### config.mk
export PLATFORM = sky130hd
export DESIGN_NAME = fp_sqrt_sequencer
export DESIGN_NICKNAME = d
export VERILOG_FILES = /design/src/rtl/fp_sqrt_pkg.sv /design/src/rtl/fp_special_classify.sv /design/src/rtl/fp_sqrt_sequencer.sv
export SDC_FILE = /design/constraint.sdc
export NUM_CORES = 1
export LEC_CHECK = 0
export BUFFER_PORTS_ARGS = -buffer_cell sky130_fd_sc_hd__buf_4
export CORE_UTILIZATION = 43
export CTS_BUF_LIST = sky130_fd_sc_hd__clkbuf_2 sky130_fd_sc_hd__clkbuf_4 sky130_fd_sc_hd__clkbuf_8
export CTS_CLUSTER_DIAMETER = 40
export CTS_CLUSTER_SIZE = 30
export DETAILED_ROUTE_END_ITERATION = 16
export GPL_TIMING_DRIVEN = 0
export PLACE_DENSITY = 0.75
export SETUP_SLACK_MARGIN = 0.5
export SYNTH_ARGS = -nofsm -noshare
export SYNTH_HDL_FRONTEND = slang
export SYNTH_SLANG_ARGS = --single-unit
export TNS_END_PERCENT = 30
### constraint.sdc
create_clock -name clk -period 2.8 [get_ports clk]
set_clock_uncertainty 0.05 [all_clocks]
set_input_delay 0.14 -clock clk [delete_from_list [all_inputs] [get_ports clk]]
set_output_delay 0.14 -clock clk [all_outputs]
set_load 0.005 [all_outputs]
### src/rtl/fp_sqrt_pkg.sv
// fp_sqrt_pkg: shared types and constants for the square-root sequencer.
// Contents: FSM state enum, canonical NaN, 1.0, flag bit indices, flag values.
package fp_sqrt_pkg;

    typedef enum logic [1:0] {
        ST_IDLE  = 2'd0,
        ST_START = 2'd1,
        ST_WAIT  = 2'd2,
        ST_HOLD  = 2'd3
    } state_t;

    localparam logic [31:0] QNAN = 32'h7FC00000;
    localparam logic [31:0] ONE  = 32'h3F800000;

    localparam int FLAG_NV = 4;
    localparam int FLAG_UF = 1;
    localparam int FLAG_NX = 0;

    localparam logic [4:0] FLAGS_NV      = 5'b10000;
    localparam logic [4:0] FLAGS_TIMEOUT = 5'b10000;

endpackage

### src/rtl/fp_special_classify.sv
// fp_special_classify: combinational classifier of special single operands.
// Ports: a (operand) -> is_nan, is_pinf, is_zero, is_one, is_neg.
module fp_special_classify
    import fp_sqrt_pkg::*;
(
    input  logic [31:0] a,
    output logic        is_nan,
    output logic        is_pinf,
    output logic        is_zero,
    output logic        is_one,
    output logic        is_neg
);

    logic w_exp_ones;

    assign w_exp_ones = (a[30:23] == 8'hFF);
    assign is_nan     = w_exp_ones & (a[22:0] != 23'd0);
    assign is_pinf    = (a == 32'h7F800000);
    assign is_zero    = (a[30:0] == 31'd0);
    assign is_one     = (a == ONE);
    assign is_neg     = a[31];

endmodule

### src/rtl/fp_sqrt_sequencer.sv
// fp_sqrt_sequencer: issue/completion sequencer for the iterative sqrt core.
// Ports: in_* request handshake, sq_* core side, out_* result handshake,
// fflags_clr/fflags_acc sticky flags. Option: FP_SQRT_BYPASS_EN.
module fp_sqrt_sequencer
    import fp_sqrt_pkg::*;
#(
    parameter int TAG_W   = 4,
    parameter int TIMEOUT = 64
) (
    input  logic             clk,
    input  logic             rst,
    input  logic             in_valid,
    output logic             in_ready,
    input  logic [31:0]      in_a,
    input  logic [2:0]       in_rm,
    input  logic [TAG_W-1:0] in_tag,
    output logic             sq_start,
    output logic [31:0]      sq_a,
    output logic [2:0]       sq_rm,
    input  logic [31:0]      sq_y,
    input  logic [4:0]       sq_flags,
    input  logic             sq_valid,
    output logic             out_valid,
    input  logic             out_ready,
    output logic [31:0]      out_y,
    output logic [4:0]       out_flags,
    output logic [TAG_W-1:0] out_tag,
    input  logic             fflags_clr,
    output logic [4:0]       fflags_acc
);

    localparam int CNT_W = $clog2(TIMEOUT);

    state_t             r_state;
    logic [CNT_W-1:0]   r_cnt;
    logic [31:0]        r_a;
    logic [2:0]         r_rm;
    logic [TAG_W-1:0]   r_tag;
    logic               r_start;
    logic               r_out_valid;
    logic [31:0]        r_out_y;
    logic [4:0]         r_out_flags;
    logic [4:0]         r_fflags;

    logic               w_accept;
    logic               w_hs;
    logic               w_bypass;
    logic [31:0]        w_byp_y;
    logic [4:0]         w_byp_flags;

    // Ready in IDLE, or in HOLD when the held result leaves this cycle.
    assign in_ready = ~rst & ((r_state == ST_IDLE) |
                              ((r_state == ST_HOLD) & out_ready));
    assign w_accept = in_valid & in_ready;
    assign w_hs     = r_out_valid & out_ready;

`ifdef FP_SQRT_BYPASS_EN
    logic w_is_nan;
    logic w_is_pinf;
    logic w_is_zero;
    logic w_is_one;
    logic w_is_neg;
    logic w_neg_nz;

    fp_special_classify u_classify (
        .a       (in_a),
        .is_nan  (w_is_nan),
        .is_pinf (w_is_pinf),
        .is_zero (w_is_zero),
        .is_one  (w_is_one),
        .is_neg  (w_is_neg)
    );

    // NaN takes precedence over its sign bit; -inf counts as negative.
    assign w_neg_nz    = w_is_neg & ~w_is_zero & ~w_is_nan;
    assign w_bypass    = w_neg_nz | w_is_nan | w_is_zero |
                         w_is_pinf | w_is_one;
    assign w_byp_y     = w_neg_nz ? QNAN : in_a;
    assign w_byp_flags = w_neg_nz ? FLAGS_NV : 5'd0;
`else
    assign w_bypass    = 1'b0;
    assign w_byp_y     = 32'd0;
    assign w_byp_flags = 5'd0;
`endif

    always_ff @(posedge clk or posedge rst) begin
        if (rst) begin
            r_state     <= ST_IDLE;
            r_cnt       <= '0;
            r_a         <= '0;
            r_rm        <= '0;
            r_tag       <= '0;
            r_start     <= 1'b0;
            r_out_valid <= 1'b0;
            r_out_y     <= '0;
            r_out_flags <= '0;
            r_fflags    <= '0;
        end else begin
            r_start <= 1'b0;

            if (w_hs) begin
                r_fflags <= (fflags_clr ? 5'd0 : r_fflags) | r_out_flags;
            end else if (fflags_clr) begin
                r_fflags <= '0;
            end

            if (w_accept) begin
                r_a   <= in_a;
                r_rm  <= in_rm;
                r_tag <= in_tag;
            end

            unique case (r_state)
                ST_IDLE, ST_HOLD: begin
                    if ((r_state == ST_IDLE) || w_hs) begin
                        r_out_valid <= 1'b0;
                        r_state     <= ST_IDLE;
                        if (w_accept) begin
                            if (w_bypass) begin
                                r_out_y     <= w_byp_y;
                                r_out_flags <= w_byp_flags;
                                r_out_valid <= 1'b1;
                                r_state     <= ST_HOLD;
                            end else begin
                                r_start <= 1'b1;
                                r_state <= ST_START;
                            end
                        end
                    end
                end
                ST_START: begin
                    r_cnt   <= '0;
                    r_state <= ST_WAIT;
                end
                ST_WAIT: begin
                    // A real result beats the watchdog in the same cycle.
                    if (sq_valid) begin
                        r_out_y     <= sq_y;
                        r_out_flags <= sq_flags;
                        r_out_valid <= 1'b1;
                        r_state     <= ST_HOLD;
                    end else if (r_cnt == CNT_W'(TIMEOUT - 1)) begin
                        r_out_y     <= QNAN;
                        r_out_flags <= FLAGS_TIMEOUT;
                        r_out_valid <= 1'b1;
                        r_state     <= ST_HOLD;
                    end else begin
                        r_cnt <= r_cnt + CNT_W'(1);
                    end
                end
                default: r_state <= ST_IDLE;
            endcase
        end
    end

    assign sq_start   = r_start;
    assign sq_a       = r_a;
    assign sq_rm      = r_rm;
    assign out_valid  = r_out_valid;
    assign out_y      = r_out_y;
    assign out_flags  = r_out_flags;
    assign out_tag    = r_tag;
    assign fflags_acc = r_fflags;

endmodule

==> flow_summary.toml, run 1 <==
[route]
drt_pass1_iterations = 4
drc = 0
antenna_left = 0
wl_per_cell_um = 16.40
routed-via-count = 3080
drt_iter0_drc = 81
detail_route.vias_per_cell = 4.976
routed_wl_um = 10150

[sta]
setup_tns_ps = 0
period_needed_ps = 2071
finalHoldViolations = 0
setup_viol = 0
fmax_mhz = 482.9
report.final.slew_viol_count = 0
rsz0062_at_grt = "false"
maxSlewHeadroom = 0.6875
tightest_slew_ps = 467.7
period_share = 0.7396

[clock_tree]
clk_root_buffer_cell = "clkbuf_8"
insertion_delay_ps = 350
cts_buffers = 9
cts.sinks = 91
h-tree-depth = 3
ctsLongestPathBuffers = 2
cts_tree = "done"
path_clk_slew_ps = 100

[worst_setup_path]
arrival_ps = 2260
max_stage_delay_ps = 430
cp_max_fo = 10
slowest_stage = "dfrtp_1"
endpoint_kind = "flip-flop"
start_kind = "flip-flop"
reg2reg_from = "r_state[0]"
rr_endpoint = "sq_a[11]"
reg2reg_slack_ps = 730
setup.worst_path.class = "reg -> reg"
crit_buf_inv = 2
r2r_cells = 6
cp.required_ps = 2990
path_cells = "inv_1 -> ha_1 -> a21oi_1 -> nor3b_4 -> buf_2 -> mux2_2"
critPathTopFamily = "flip-flops"

[floorplanning]
fp.dieW_um = 93.29
core_area_um2 = 7888
pin_count = 166
die_area_um2 = 8703
rows = 32
initial_core_util = 0.4543
die_h_um = 93.29

[run]
maxCapViolCount = 0

[synthesis]
synth_cell_types = 37
ys_seq_area_frac = 0.6355
synthFlopType = "dfrtp_1"
synthesis.nets = 343
synth-seq-cells = 91
synth_warnings = 0
synth_edf_count = 0
netlist_area_um2 = 3583
synth_cells = 256
async_flop_share = 1.000
synth_area_per_cell_um2 = 14.00

[power_and_ir_drop]
ir_drop_uv = 530.5
finalPower_mw = 5.753
p_switching_mw = 1.792
pwr-share-seq = 0.405
p_clk_frac = 0.186
power_per_cell_area_nw_per_um2 = 954.8
p_int_mw = 3.961
combinationalPowerShare = 0.409
power.leakage_nw = 2.912
switching_share = 0.3115

[global_route]
grt_pass1_vias = 3225
grt_start_max_net_pins = 37
grt.total_usage = 0.2424
antenna_found_initial = 0
grt_remaining_overflow = 0
grt_pass1_wl_um = 15950

[final_layout]
antenna_cells = 0
final_nets = 599
layout-drive-gt1-share = 0.4603
fillers = 491
syn2layout_area_growth_pct = 68.16

[min_path]
holdCritStartpoint = "sq_valid"
hold_end = "r_cnt[3]"
hold_depth = 3
worstHoldPathType = "in -> reg"

[run_status]
status = "complete, no violations"

[placed_design]
dp_hpwl_um = 6342
portBuffers = 165
gp_congestion = 0.7958
==> cell families (layout without fill, tap and decap cells) <==
family | Yosys count | count (layout) | synth area share
AO/OA/AOI/OAI | 64 | 64 | 0.1411
adder cells (fa/ha/maj) | 5 | 5 | 0.01746
buffers and inverters | 25 | 286 | 0.03247
flip-flops | 91 | 91 | 0.6355
multiplexers | 39 | 39 | 0.1226
AND/OR/NAND/NOR | 32 | 32 | 0.05098
==> sequential cells by signal (all words and copies together), names as in the netlist <==
signal and count:
out_flags 5, fflags_acc 5, sq_rm 3, out_valid 1, r_cnt 6, out_y 32, sq_a 32, r_state 2
sq_start 1, out_tag 4
==> Yosys cell counts, types with 2 or more instances <==
master / count / share of area
dfrtp_1: 91 / 0.64
mux2_2: 39 / 0.12
a22o_1: 27 / 0.066
inv_1: 14 / 0.015
nand2_1: 10 / 0.010
o22a_1: 10 / 0.024
o21ai_0: 8 / 0.011
a21oi_1: 6 / 0.0084
buf_2: 6 / 0.0084
ha_1: 5 / 0.017
nor2_1: 5 / 0.0052
clkbuf_1: 3 / 0.0031
a31oi_1: 2 / 0.0035
a41oi_1: 2 / 0.0049
buf_6: 2 / 0.0063
nand3_1: 2 / 0.0028
nor2_2: 2 / 0.0035
nor3_1: 2 / 0.0028
nor4_1: 2 / 0.0035
==> placed cells by master (no fill, tap or decap), types with 2 or more instances in the layout <==
master           n
buf_4          165
buf_6            2
inv_6            3
a22o_1          27
nand2_1         10
o21ai_0          8
a31oi_1          2
dfrtp_1         91
mux2_2          39
clkbuf_1         3
o22a_1          10
ha_1             5
nor3_1           2
buf_2            6
dlygate4sd3_1   78
a41oi_1          2
clkbuf_8         9
buf_12           2
nor4_1           2
a21oi_1          6
nor2_1           5
inv_1           13
nand3_1          2
bufinv_16        3
nor2_2           2
==> worst register-to-register path: stages, from the launching register on <==
cell and delay [ps]:
dfrtp_1 430, inv_1 100, ha_1 190, a21oi_1 110
nor3b_4 370, buf_2 330, mux2_2 390
==> how the worst max path moves through the flow <==
stage / from / end / cells after the start
after floorplan: r_state[0] / out_tag[3] / 6
after global placement: r_state[0] / out_tag[0] / 6
after detailed placement: r_state[0] / out_tag[2] / 6
after CTS: r_state[0] / out_tag[2] / 6
after global routing: r_state[1] / sq_a[7] / 6
final: r_state[0] / sq_a[11] / 6
==> through the flow <==
step | cells | hold WS [ps] | worst slack [ps] | instance area [µm²] | util
6_report | 619 | 159.5 | 729.0 | 6026 | 0.7640
5_1_grt | 619 | 148.5 | 589.8 | 6026 | 0.7640
4_1_cts | 619 | 141.6 | 629.0 | 6020 | 0.7632
3_5_place_dp | 525 | 154.1 | 664.9 | 4994 | 0.6331
3_3_place_gp | 523 | 307.8 | 679.5 | 4954 | 0.6280
2_1_floorplan | 256 | 186.4 | 1103 | 3587 | -
==> final cells by class <==
cell class | instances | area [µm²] | area share
inverter | 14 | 56.30 | 0.009344
sequential | 91 | 2277 | 0.3779
timing repair buffer | 245 | 2059 | 0.3418
tap | 102 | 127.6 | 0.02118
multi-input combinational | 140 | 1196 | 0.1985
clock buffer | 9 | 123.9 | 0.02056
clock inverter | 7 | 121.4 | 0.02014
buffer | 11 | 63.81 | 0.01059
==> metal layers <==
metal  vias to the layer above  global-route usage  part of all wire
met5                         -                   0                 0
met4                         0             0.08462             0.020
met3                        19             0.05366             0.066
met2                       137              0.4154              0.49
met1                      1475              0.3025              0.42
li1                       1449                   -                 -
==> power groups by stage <==
stage | Sequential [mW] | Clock, mW | Combinational, mW
4_1_cts | 2.31 | 1.09 | 2.34
5_1_grt | 2.41 | 1.14 | 2.56
2_1_floorplan | 2.33 | 0 | 0.988
3_5_place_dp | 2.32 | 0 | 2.25
3_3_place_gp | 2.30 | 0 | 2.19
6_report | 2.33 | 1.07 | 2.35
==> what timing repair did <==
item                                    4_1_cts  5_1_grt
endpoints found under the hold margin       102        0
endpoints found under the setup margin        0        8
setup buffers                                 0        0
gates resized for setup                       0        1
hold buffers                                 78        0
(Power assumes the default switching activity.)
==> inputs of run 2 (changes only) <==
--- a/config.mk
+++ b/config.mk
@@ -12,7 +12,7 @@
 export CTS_CLUSTER_SIZE = 30
 export DETAILED_ROUTE_END_ITERATION = 16
 export GPL_TIMING_DRIVEN = 0
-export PLACE_DENSITY = 0.75
+export PLACE_DENSITY = 0.78
 export SETUP_SLACK_MARGIN = 0.5
 export SYNTH_ARGS = -nofsm -noshare
 export SYNTH_HDL_FRONTEND = slang
==> constraint.sdc (replaced) <==
create_clock -name clk -period 1.8 [get_ports clk]
set_clock_uncertainty 0.05 [all_clocks]
set_input_delay 0.09 -clock clk [delete_from_list [all_inputs] [get_ports clk]]
set_output_delay 0.09 -clock clk [all_outputs]
set_load 0.005 [all_outputs]
==> flow_summary.toml, run 2 (synthesized netlist as in run 1, its figures left out) <==
[worst_setup_path]
rr_endpoint = "sq_a[10]"
path_cells = "buf_6 -> ha_4 -> a21oi_4 -> nor3b_2 -> buf_6 -> buf_4 -> clkbuf_16 -> mux2_2"
critPathTopFamily = "buffers and inverters"
endpoint_kind = "flip-flop"
r2r_cells = 8
crit_path_start = "r_state[0]"
setup.worst_path.class = "reg -> reg"
start_kind = "flip-flop"
reg2reg_slack_ps = -120
path_depth = 8
reg2reg_from = "r_state[0]"
crit_top_cell = "buf_6"
crit_end = "sq_a[10]"
cp.required_ps = 2010
max_stage_delay_ps = 460
slowest_stage = "dfrtp_1"
arrival_ps = 2130
crit_buf_inv = 4
cp_max_fo = 5

[power_and_ir_drop]
power_per_cell_area_nw_per_um2 = 1529
p_int_mw = 6.680
ir_drop_uv = 704.0
p_switching_mw = 3.563
finalPower_mw = 10.24
combinationalPowerShare = 0.490
pwr-share-seq = 0.368
p_clk_frac = 0.141
switching_share = 0.3478
power.leakage_nw = 3.206

[clock_tree]
h-tree-depth = 3
cts_buffers = 9
path_clk_slew_ps = 110
ctsLongestPathBuffers = 2
clk_root_buffer_cell = "clkbuf_8"
cts_tree = "done"
cts.sinks = 91
insertion_delay_ps = 360

[final_layout]
final_common_cell = "buf_4"
layout-drive-gt1-share = 0.5292
final_nets = 630
syn2layout_area_growth_pct = 87.01
final_area_um2 = 6701
fin_util = 0.8496
final_cell_mix = "buf_4, dfrtp_1, dlygate4sd3_1"
layout.cells.non_filler = 651

[floorplanning]
die_area_um2 = 8703
fp.dieW_um = 93.29
rows = 32
initial_core_util = 0.4543
die_h_um = 93.29
pin_count = 166
core_area_um2 = 7888

[route]
drc = 0
routed_wl_um = 14660
drt_pass1_iterations = 7
routed-via-count = 3566
drt_iter0_drc = 200
wl_per_cell_um = 22.52
antenna_left = 0
detail_route.vias_per_cell = 5.478

[placed_design]
portBuffers = 165
gp_congestion = 0.8135
post-place-ws_ps = -273.3
dp_hpwl_um = 6388
dp_cells = 525
post_dp_cell_area_um2 = 4994

[sta]
rsz0062_at_grt = "true"
tightest_slew_ps = 529.4
holdWs_ps = 73.01
setup_tns_ps = -3194
fmax_mhz = 521.2
maxSlewHeadroom = 0.6459
period_share = 1.066
setup_slack_ps = -118.7
setup_viol = 39
finalHoldViolations = 0
report.final.slew_viol_count = 0
period_needed_ps = 1919

[global_route]
grt_remaining_overflow = 0
grt_pass1_wl_um = 17210
grt_pass1_vias = 3308
grt.total_usage = 0.2648
antenna_found_initial = 1
grt_start_max_net_pins = 40

[run]
maxCapViolCount = 0

[run_status]
status = "finished, violations left"
violations = "negative setup slack"

[min_path]
worstHoldPathType = "in -> async"
## run 2: how the worst min path moves through the flow
stage,startpoint,end,slack (ps),depth (start not counted)
final,rst,sq_a[25],70,4
after global routing,rst,sq_a[2],70,4
after CTS,sq_valid,r_cnt[3],130,3
after detailed placement,rst,sq_a[12],70,2
after global placement,fflags_clr,fflags_acc[3],260,2
after floorplan,fflags_clr,fflags_acc[3],140,1
## run 2: timing repair
| action | 4_1_cts | 5_1_grt |
|---|---|---|
| cloned | 1 | 4 |
| endpoints found under the setup margin | 87 | 118 |
| hold buffers | 78 | 2 |
| hold endpoints to repair | 111 | 4 |
| pin swaps | 37 | 55 |
| setup buffers | 8 | 16 |
| resized for setup | 36 | 61 |
## run 2: layout make-up
type	count	area, µm²
Tap cell	102	127.6
Multi-Input combinational cell	140	1413
Buffer	11	161.4
Clock buffer	9	123.9
Clock inverter	7	81.33
Antenna cell	1	2.502
Sequential cell	91	2282
Timing Repair Buffer	276	2446
Fill cell	358	1186
Inverter	14	63.81
## run 2: power groups by stage
stage	Clock [mW]	Combinational, mW	Sequential [mW]
floorplan	0	1.54	3.62
global placement	0	3.39	3.58
detailed placement	0	3.49	3.61
CTS	1.45	3.97	3.58
global route	1.56	5.27	3.84
finish	1.45	5.02	3.77
## run 2: layer usage
layer  vias up  global-route usage  routed length (µm)
li1       1507                   -                   -
met1      1803              0.3184                5573
met2       205              0.4491                7445
met3        51             0.05935                1080
met4         0              0.1295                 561
met5         -                   0                   0
## run 2: worst register-to-register path: cells and delay by family, from the launching register on
family | cells | cell delay (ps)
buffers and inverters | 4 | 580
adder cells (fa/ha/maj) | 1 | 130
AO/OA/AOI/OAI | 1 | 60
flip-flops | 1 | 460
AND/OR/NAND/NOR | 1 | 190
multiplexers | 1 | 350
